## src/rtl/mac_pkg.sv

```systemverilog
// Shared types, default dimensions and helpers for the FIFO-drain MAC datapath.
package mac_pkg;

    typedef enum logic [1:0] {IDLE, RUN, OUT} state_e;

    localparam int unsigned DEF_SIZE     = 16;
    localparam int unsigned DEF_PAR_READ = 4;
    localparam int unsigned DEF_BEATS    = 8;
    localparam int unsigned DEF_ACC_SIZE = 40;
    localparam int unsigned MAX_W        = 128;
    localparam int unsigned MAX_IW       = $clog2(MAX_W);

    // Replicates bit [width-1] of val into every bit above it.
    function automatic logic [MAX_W-1:0] sign_extend(input logic [MAX_W-1:0] val,
                                                     input int unsigned     width);
        logic [MAX_W-1:0] mask;
        mask = {MAX_W{1'b1}} << width;
        return val[MAX_IW'(width - 1)] ? (val | mask) : (val & ~mask);
    endfunction

endpackage

```

## src/rtl/dot_product_unit.sv

```systemverilog
// Combinational PAR_READ-lane signed multiply and sum; each 2*SIZE-bit product is
// sign-extended to ACC_SIZE bits before being added.
module dot_product_unit
    import mac_pkg::*;
#(
    parameter int unsigned SIZE     = DEF_SIZE,
    parameter int unsigned PAR_READ = DEF_PAR_READ,
    parameter int unsigned ACC_SIZE = DEF_ACC_SIZE
) (
    input  logic [SIZE*PAR_READ-1:0] data,
    input  logic [SIZE*PAR_READ-1:0] coef,
    output logic [ACC_SIZE-1:0]      dot
);

    localparam int unsigned PW = 2 * SIZE;

    logic signed [PW-1:0] prod [PAR_READ];

    always_comb begin
        for (int unsigned i = 0; i < PAR_READ; i++) begin
            prod[i] = PW'($signed(data[i*SIZE +: SIZE])) * PW'($signed(coef[i*SIZE +: SIZE]));
        end
    end

    always_comb begin
        dot = '0;
        for (int unsigned i = 0; i < PAR_READ; i++) begin
            dot = dot + ACC_SIZE'(sign_extend({{(MAX_W - PW){1'b0}}, prod[i]}, PW));
        end
    end

endmodule

```

## src/rtl/fifo_drain_mac.sv

```systemverilog
// Drains PAR_READ-word beats from a show-ahead FIFO and accumulates BEATS signed dot products
// per frame. Define SATURATE_EN for saturating accumulation and a sticky sat_flag output.
module fifo_drain_mac
    import mac_pkg::*;
#(
    parameter int unsigned SIZE     = DEF_SIZE,
    parameter int unsigned PAR_READ = DEF_PAR_READ,
    parameter int unsigned BEATS    = DEF_BEATS,
    parameter int unsigned ACC_SIZE = DEF_ACC_SIZE
) (
    input  logic                     clk,
    input  logic                     rst,
    input  logic                     start,
    input  logic                     fifo_empty,
    input  logic [SIZE*PAR_READ-1:0] fifo_dout,
    output logic                     fifo_ren,
    input  logic [SIZE*PAR_READ-1:0] coef,
    output logic [ACC_SIZE-1:0]      res_data,
    output logic                     res_valid,
    input  logic                     res_ready,
    output logic                     busy
`ifdef SATURATE_EN
    ,
    output logic                     sat_flag
`endif
);

    localparam int unsigned CNT_W = (BEATS > 1) ? $clog2(BEATS) : 1;
`ifdef SATURATE_EN
    // Dot and running sum are kept wide enough to be exact before clamping.
    localparam int unsigned PROD_SUM_W = 2 * SIZE + $clog2(PAR_READ) + 1;
    localparam int unsigned SUM_W = ((ACC_SIZE > PROD_SUM_W) ? ACC_SIZE : PROD_SUM_W) + 1;
    localparam int unsigned DOT_W = SUM_W;
`else
    localparam int unsigned DOT_W = ACC_SIZE;
`endif

    state_e              state_q, state_d;
    logic [ACC_SIZE-1:0] acc_q, acc_d, acc_next;
    logic [CNT_W-1:0]    beat_cnt_q, beat_cnt_d;
    logic [ACC_SIZE-1:0] res_data_q, res_data_d;
    logic                res_valid_q, res_valid_d;
    logic [DOT_W-1:0]    dot;

    dot_product_unit #(
        .SIZE    (SIZE),
        .PAR_READ(PAR_READ),
        .ACC_SIZE(DOT_W)
    ) u_dot (
        .data(fifo_dout),
        .coef(coef),
        .dot (dot)
    );

`ifdef SATURATE_EN
    logic signed [SUM_W-1:0] acc_sum, sum_max, sum_min;
    logic                    sat_hit, sat_q, sat_d;

    assign sum_max = {{(SUM_W - ACC_SIZE + 1){1'b0}}, {(ACC_SIZE - 1){1'b1}}};
    assign sum_min = {{(SUM_W - ACC_SIZE + 1){1'b1}}, {(ACC_SIZE - 1){1'b0}}};

    always_comb begin
        acc_sum  = SUM_W'(sign_extend(MAX_W'(acc_q), ACC_SIZE)) + dot;
        acc_next = acc_sum[ACC_SIZE-1:0];
        sat_hit  = 1'b0;
        if (acc_sum > sum_max) begin
            acc_next = sum_max[ACC_SIZE-1:0];
            sat_hit  = 1'b1;
        end else if (acc_sum < sum_min) begin
            acc_next = sum_min[ACC_SIZE-1:0];
            sat_hit  = 1'b1;
        end
    end

    always_ff @(posedge clk or posedge rst) begin
        if (rst) begin
            sat_q <= 1'b0;
        end else begin
            sat_q <= sat_d;
        end
    end

    assign sat_flag = sat_q;
`else
    assign acc_next = acc_q + dot;
`endif

    always_comb begin
        state_d     = state_q;
        acc_d       = acc_q;
        beat_cnt_d  = beat_cnt_q;
        res_data_d  = res_data_q;
        res_valid_d = res_valid_q;
        fifo_ren    = 1'b0;
`ifdef SATURATE_EN
        sat_d       = sat_q;
`endif
        unique case (state_q)
            IDLE: begin
                if (start) begin
                    state_d    = RUN;
                    acc_d      = '0;
                    beat_cnt_d = '0;
`ifdef SATURATE_EN
                    sat_d      = 1'b0;
`endif
                end
            end
            RUN: begin
                fifo_ren = !fifo_empty;
                if (fifo_ren) begin
                    acc_d      = acc_next;
                    beat_cnt_d = beat_cnt_q + CNT_W'(1);
`ifdef SATURATE_EN
                    sat_d      = sat_q | sat_hit;
`endif
                    if (beat_cnt_q == CNT_W'(BEATS - 1)) begin
                        state_d     = OUT;
                        res_data_d  = acc_next;
                        res_valid_d = 1'b1;
                    end
                end
            end
            OUT: begin
                if (res_ready) begin
                    state_d     = IDLE;
                    res_valid_d = 1'b0;
                end
            end
            default: state_d = IDLE;
        endcase
    end

    always_ff @(posedge clk or posedge rst) begin
        if (rst) begin
            state_q     <= IDLE;
            acc_q       <= '0;
            beat_cnt_q  <= '0;
            res_data_q  <= '0;
            res_valid_q <= 1'b0;
        end else begin
            state_q     <= state_d;
            acc_q       <= acc_d;
            beat_cnt_q  <= beat_cnt_d;
            res_data_q  <= res_data_d;
            res_valid_q <= res_valid_d;
        end
    end

    assign res_data  = res_data_q;
    assign res_valid = res_valid_q;
    assign busy      = (state_q != IDLE);

endmodule

```

## config.mk

```make
export PLATFORM = sky130hd
export DESIGN_NAME = fifo_drain_mac
export DESIGN_NICKNAME = d
export VERILOG_FILES = /design/src/rtl/mac_pkg.sv /design/src/rtl/dot_product_unit.sv /design/src/rtl/fifo_drain_mac.sv
export SDC_FILE = /design/constraint.sdc
export NUM_CORES = 2
export LEC_CHECK = 0
export BUFFER_PORTS_ARGS = -buffer_cell sky130_fd_sc_hd__clkbuf_2
export CAP_MARGIN = 20
export CORE_MARGIN = 5
export CORE_UTILIZATION = 45
export DETAILED_ROUTE_END_ITERATION = 7
export PLACE_DENSITY = 0.72
export SLEW_MARGIN = 20
export SYNTH_ARGS = -nofsm -noshare
export SYNTH_HDL_FRONTEND = slang
export SYNTH_HIERARCHICAL = 1
export SYNTH_SLANG_ARGS = --single-unit
```

## constraint.sdc

```tcl
create_clock -name clk -period 2.86 [get_ports clk]
set_input_delay 0.143 -clock clk [delete_from_list [all_inputs] [get_ports clk]]
set_output_delay 0.143 -clock clk [all_outputs]
set_load 0.02 [all_outputs]
```

After elaboration in Yosys (flattened, before gate mapping)
Index checks and enable logic that the tools add are counted.
{"block": "classes", "n_mux": 20, "eq_ne": 7, "n_mul": 4, "bitwise": 1, "reduce_logical": 9, "n_addsub": 5}
{"operator": "two-way mux 40 bit", "n": 6}
{"operator": "adder 40 bit", "n": 4}
{"operator": "multiplier 16 x 16 -> 32 bit", "n": 4}
{"operator": "case mux 40 bit (2 select lines)", "n": 1}
{"operator": "two-way mux 2 bit", "n": 4}
{"operator": "inequality test 2 bit (second input constant)", "n": 4}
{"operator": "AND reduction 4 bit", "n": 2}
{"operator": "two-way mux 3 bit", "n": 2}
{"operator": "case mux 2 bit (3 select lines)", "n": 1}
{"operator": "case mux 3 bit (2 select lines)", "n": 1}
{"operator": "AND reduction 3 bit", "n": 2}
{"operator": "nonzero test 2 bit", "n": 3}
{"operator": "two-way mux 1 bit", "n": 4}
{"operator": "adder 3 x 1 -> 3 bit (second input constant)", "n": 1}
{"operator": "equality test 3 bit (second input constant)", "n": 1}
{"operator": "equality test 2 x 1 -> 1 bit (second input constant)", "n": 1}
{"operator": "equality test 2 bit (second input constant)", "n": 1}
{"operator": "zero test 2 bit", "n": 1}
{"operator": "case mux 1 bit (2 select lines)", "n": 1}
{"operator": "zero test 1 bit", "n": 1}
{"operator": "NOT 1 bit", "n": 1}
{"block": "word_totals", "regBits": 86}

Depth between registers and ports, before layout
{"block": "depth", "word_depth": 8, "depth_mapped": 48, "depth_no_buf": 46}

Hierarchy
Netlist, hierarchy kept.
{"module": "dot_product_unit", "instances": 1, "cells_each": 4646, "area_per_inst_um2": 41986.5}
{"module": "fifo_drain_mac", "instances": 1, "cells_each": 611, "area_per_inst_um2": 5412.7}

Worst setup path before layout
OpenSTA, ideal clock, no wires.
{"block": "synth_timing", "path_kind": "input to register", "startpoint": "in fifo_dout[58]", "endpoint": "reg res_data_q[39] (netlist: res_data[39])", "path_slack_ns": -7.248, "setup_ns": 0.125, "stages": 40, "t_required_ns": 2.735, "arrival_time_ns": 9.983, "path_cell_list": "clkbuf_1 nand2_1 fa_1 fa_1 fa_1 fa_1 inv_1 fa_1 inv_1 fa_1 inv_1 ha_1 a21o_1 a221o_1 a21oi_1 o21bai_1 a21oi_1 xor2_1 [4 not listed] a21o_1 a21o_1 or3b_1 a311oi_1 nor3b_1 a21oi_2 o21ai_1 a311o_1 xnor2_1 ha_1 clkbuf_1 nand4_1 nor3_1 inv_1 a311oi_1 nor2_1 xnor3_1 mux2_2"}
{"block": "synth_via", "elab_chain_len": 4}
{"element": "start, declared", "line_no": "fifo_drain_mac.sv:15", "source": "input logic [SIZE*PAR_READ-1:0] fifo_dout,"}
{"element": "multiplier 16 x 16 -> 32 bit", "line_no": "dot_product_unit.sv:21", "source": "prod[i] = PW'($signed(data[i*SIZE +: SIZE])) * PW'($signed(coef[i*SIZE +: SIZE]));"}
{"element": "two-way mux 40 bit", "line_no": "mac_pkg.sv:18", "source": "return val[MAX_IW'(width - 1)] ? (val | mask) : (val & ~mask);"}
{"element": "adder 40 bit", "line_no": "dot_product_unit.sv:28", "source": "dot = dot + ACC_SIZE'(sign_extend({{(MAX_W - PW){1'b0}}, prod[i]}, PW));"}
{"element": "via dot[33]", "line_no": "fifo_drain_mac.sv:43", "source": "logic [DOT_W-1:0] dot;"}
{"element": "adder 40 bit", "line_no": "fifo_drain_mac.sv:85", "source": "assign acc_next = acc_q + dot;"}
{"element": "end signal, assigned", "line_no": "fifo_drain_mac.sv:145", "source": "res_data_q <= res_data_d;"}
{"element": "end, declared", "line_no": "fifo_drain_mac.sv:41", "source": "logic [ACC_SIZE-1:0] res_data_q, res_data_d;"}
The timed path passes the listed nets, and every way through them passes these cells.
A chain may end at the register's enable or synchronous reset.

Worst setup path in the final report
{"block": "layout_timing", "startpoint": "in fifo_dout[41]", "endpoint": "reg res_data_q[39] (netlist: res_data[39])"}
{"block": "layout_via", "elab_chain_len": 5}
{"element": "multiplier 16 x 16 -> 32 bit", "line_no": "dot_product_unit.sv:21"}
{"element": "two-way mux 40 bit", "line_no": "mac_pkg.sv:18"}
{"element": "adder 40 bit (2 in a row)", "line_no": "dot_product_unit.sv:28"}
{"element": "via dot[37]", "line_no": "fifo_drain_mac.sv:43"}
{"element": "adder 40 bit", "line_no": "fifo_drain_mac.sv:85"}
The timed path passes the listed nets, and every way through them passes these cells.

==> summary.txt <==
Run status
  • Status: finished with violations
  • Failing checks: setup timing

Drt
  • DRT Pass-1 Iters: 5
  • Iteration-0 DRC Markers: 2,028
  • Residual DRC count: 0
  • DRT antenna net count: 0
  • Vias per cell: 5.01
  • Drt total wl: 130,000 um
  • Avg WL per Cell: 16.8 um
  • Vias post-DR: 38,829

Global route
  • GRT Max-Usage Layer: met2
  • First-pass GRT wire length: 216,000 um
  • Initial antenna violation count: 0
  • Met3 global-route usage: 3.39%
  • GRT Util Overall: 23.5%
  • Vias in the first global route: 43,307
  • Met1 usage: 30.7%
  • Largest net degree at the start of global routing: 45
  • Grt ovf: 0
  • Met2 Track Usage GR: 41.2%

Setup path
  • Worst Path Arrival: 10.22 ns
  • Slowest CP cell: fa_1
  • Delay of the slowest critical-path stage: 0.53 ns
  • Startpoint Class: input port
  • Worst setup path category: input port to flip-flop
  • Maximum fanout along the worst path: 7
  • CP Capture Type: flip-flop
  • CP required: 3.09 ns
  • Critical Path Most Common Cell: fa_1

Layout
  • Area of all placed cells without fillers: 61,300 um^2
  • Commonest non-fill, non-tap cell in the layout: inv_1
  • Fin nets: 8,001
  • Antenna Cells: 0
  • Area delta synth->final: 29.2%
  • Commonest non-fill, non-tap cells in the layout: inv_1 (1,241), fa_1 (1,103), buf_4 (951)
  • Share of cells above drive strength 1: 26.5%

STA
  • Setup TNS: -426.96 ns
  • Slew @ Worst Pin: 0.804 ns
  • Unrepaired setup endpoints after global routing: yes
  • Final hold slack: 0.111 ns
  • Final Hold Viols: 0
  • Fmax: 100 MHz
  • Crit path time final: 9.99 ns
  • Final setup fails: 78
  • Post-route setup slack: -7.13 ns
  • Final worst path period share: 349%
  • Setup Skew: 0.0144 ns
  • Slew Limit Fails: 0
  • Rel. slew slack: 46.4%

Logic synthesis
  • Register area share after synthesis: 4.54%
  • Synth warn: 6
  • Top cell type by total area after synthesis: fa_1
  • Ranking of synthesized cells by area: fa_1 (47%), ha_1 (11%), inv_1 (10%)
  • Post-Syn Area: 47,400 um^2
  • Syn Inst Count: 5,257
  • Synth Flop Type: dfrtp_1
  • Synth async-reset ratio: 100%
  • Post-Syn Area per Cell: 9.02 um^2
  • Number of synthesized flops with an enable pin: 0
  • Post-Syn Nets: 6,907
  • Synth top area share: 47.1%
  • #FFs+latches synth: 86
  • Netlist cell types: 78

Clock tree
  • CTS Buf Count: 9
  • Reg clk slew, reported paths: 0.06 ns
  • Clock Path Buffers: 2
  • H-Tree Depth: 3
  • Worst skew pair latency: 0.36 ns
  • Clk sinks: 86
  • CTS Root Cell: clkbuf_16
  • CTS tree: done

Floorplan
  • Die height: 335 um
  • Starting Density: 45.2%
  • IO Count: 176
  • Row count: 119
  • Die area: 112,000 um^2
  • Core area: 105,000 um^2
  • Die X: 335 um

Placement
  • Placer Congestion: 0.925
  • Port Buffer Count: 175
  • HPWL after detailed placement: 112,000 um
  • Post-DP Area: 58,000 um^2

Job
  • Max-Cap Viols: 0

Min path
  • Hold crit path type: input port to flip-flop
Yosys cell counts (9+ instances only):
library cell	number
xnor2_1	137
ha_1	403
dfrtp_1	86
nand2b_1	53
a22o_1	10
o21ai_1	10
o21bai_1	31
clkbuf_1	154
nand2_1	673
xor2_1	65
a21o_1	61
fa_1	1114
a211oi_1	9
nand4_1	15
o21ai_0	148
nor2b_1	22
nand3_1	23
or3_1	9
inv_1	1277
nor3_1	30
and2_1	453
o21a_1	27
a21oi_1	148
and3_1	18
nor2_1	130
a31oi_1	17
sequential cells by signal (all words and copies together), names as in the netlist:
register / flops
acc_q: 40
res_data: 40
beat_cnt_q: 3
state_q: 2
res_valid: 1
area by class of cell:
| cell class | count | area [um^2] |
|---|---|---|
| inverter | 1278 | 4800 |
| clock buffer | 10 | 239 |
| fill | 8699 | 43700 |
| multi-input combinational | 3737 | 42600 |
| sequential | 86 | 2150 |
| tap | 1391 | 1740 |
| clock inverter | 6 | 51.3 |
| timing repair buffer | 1239 | 9640 |
per-layer routing:
| layer | vias to the layer above | wire length [um] |
|---|---|---|
| met5 | - | 0 |
| met4 | 0 | 4300 |
| met3 | 270 | 7010 |
| met2 | 1039 | 65100 |
| met1 | 19626 | 53600 |
| li1 | 17894 | - |
stage by stage:
stage          instances  util, %  worst slack, ns
2_1_floorplan       5257        -            -6.69
3_3_place_gp        7663     55.2            -7.39
3_5_place_dp        7663     55.2            -7.44
4_1_cts             7715     57.3            -6.93
5_1_grt             7747     58.4            -7.48
6_report            7747     58.4            -7.13
critical path, delay by kind of cell:
family          cells  cell delay (ns)
compound gates     13             2.57
xor+xnor            2             0.36
fa+ha+maj          11             4.83
buf+inv             9             1.10
mux                 1             0.27
simple gates        7             0.90
repair_timing:
| item | CTS | global route |
|---|---|---|
| buffers inserted | 45 | 50 |
| gates resized for setup | 303 | 206 |
| pin swaps | 153 | 118 |
| hold buffers | 2 | 0 |
| hold endpoints to repair | 43 | 0 |
| endpoints found under the setup margin | 78 | 78 |
worst paths after layout:
| check | startpoint | end | slack (ns) | cells past startpoint |
|---|---|---|---|---|
| max | fifo_dout[41] | res_data[39]$_DFFE_PP0P_ | -7.13 | 43 |
| min | fifo_empty | state_q[0]$_DFFE_PP0P_ | 0.11 | 3 |
| max reg2reg | acc_q[0]$_DFFE_PP0P_ | res_data[30]$_DFFE_PP0P_ | -0.24 | 11 |
| min reg2reg | res_data[10]$_DFFE_PP0P_ | res_data[10]$_DFFE_PP0P_ | 0.49 | 2 |
| max in group asynchronous | rst | acc_q[8]$_DFFE_PP0P_ | 1.70 | 4 |
| min in group asynchronous | rst | res_data[35]$_DFFE_PP0P_ | 0.46 | 3 |
cells by family after synthesis:
kind of cell	after synthesis	share of synthesized area, %
AO/OA/AOI/OAI	552	7.49
XOR/XNOR	203	3.78
adder cells (fa/ha/maj)	1517	57.7
buffers and inverters	1434	11.4
flip-flops	86	4.54
multiplexers	11	0.253
AND/OR/NAND/NOR	1454	14.9
Power is left out: the tool's default activity adds up to more than one toggle a clock period on the data nets, which glitch-free logic cannot reach.
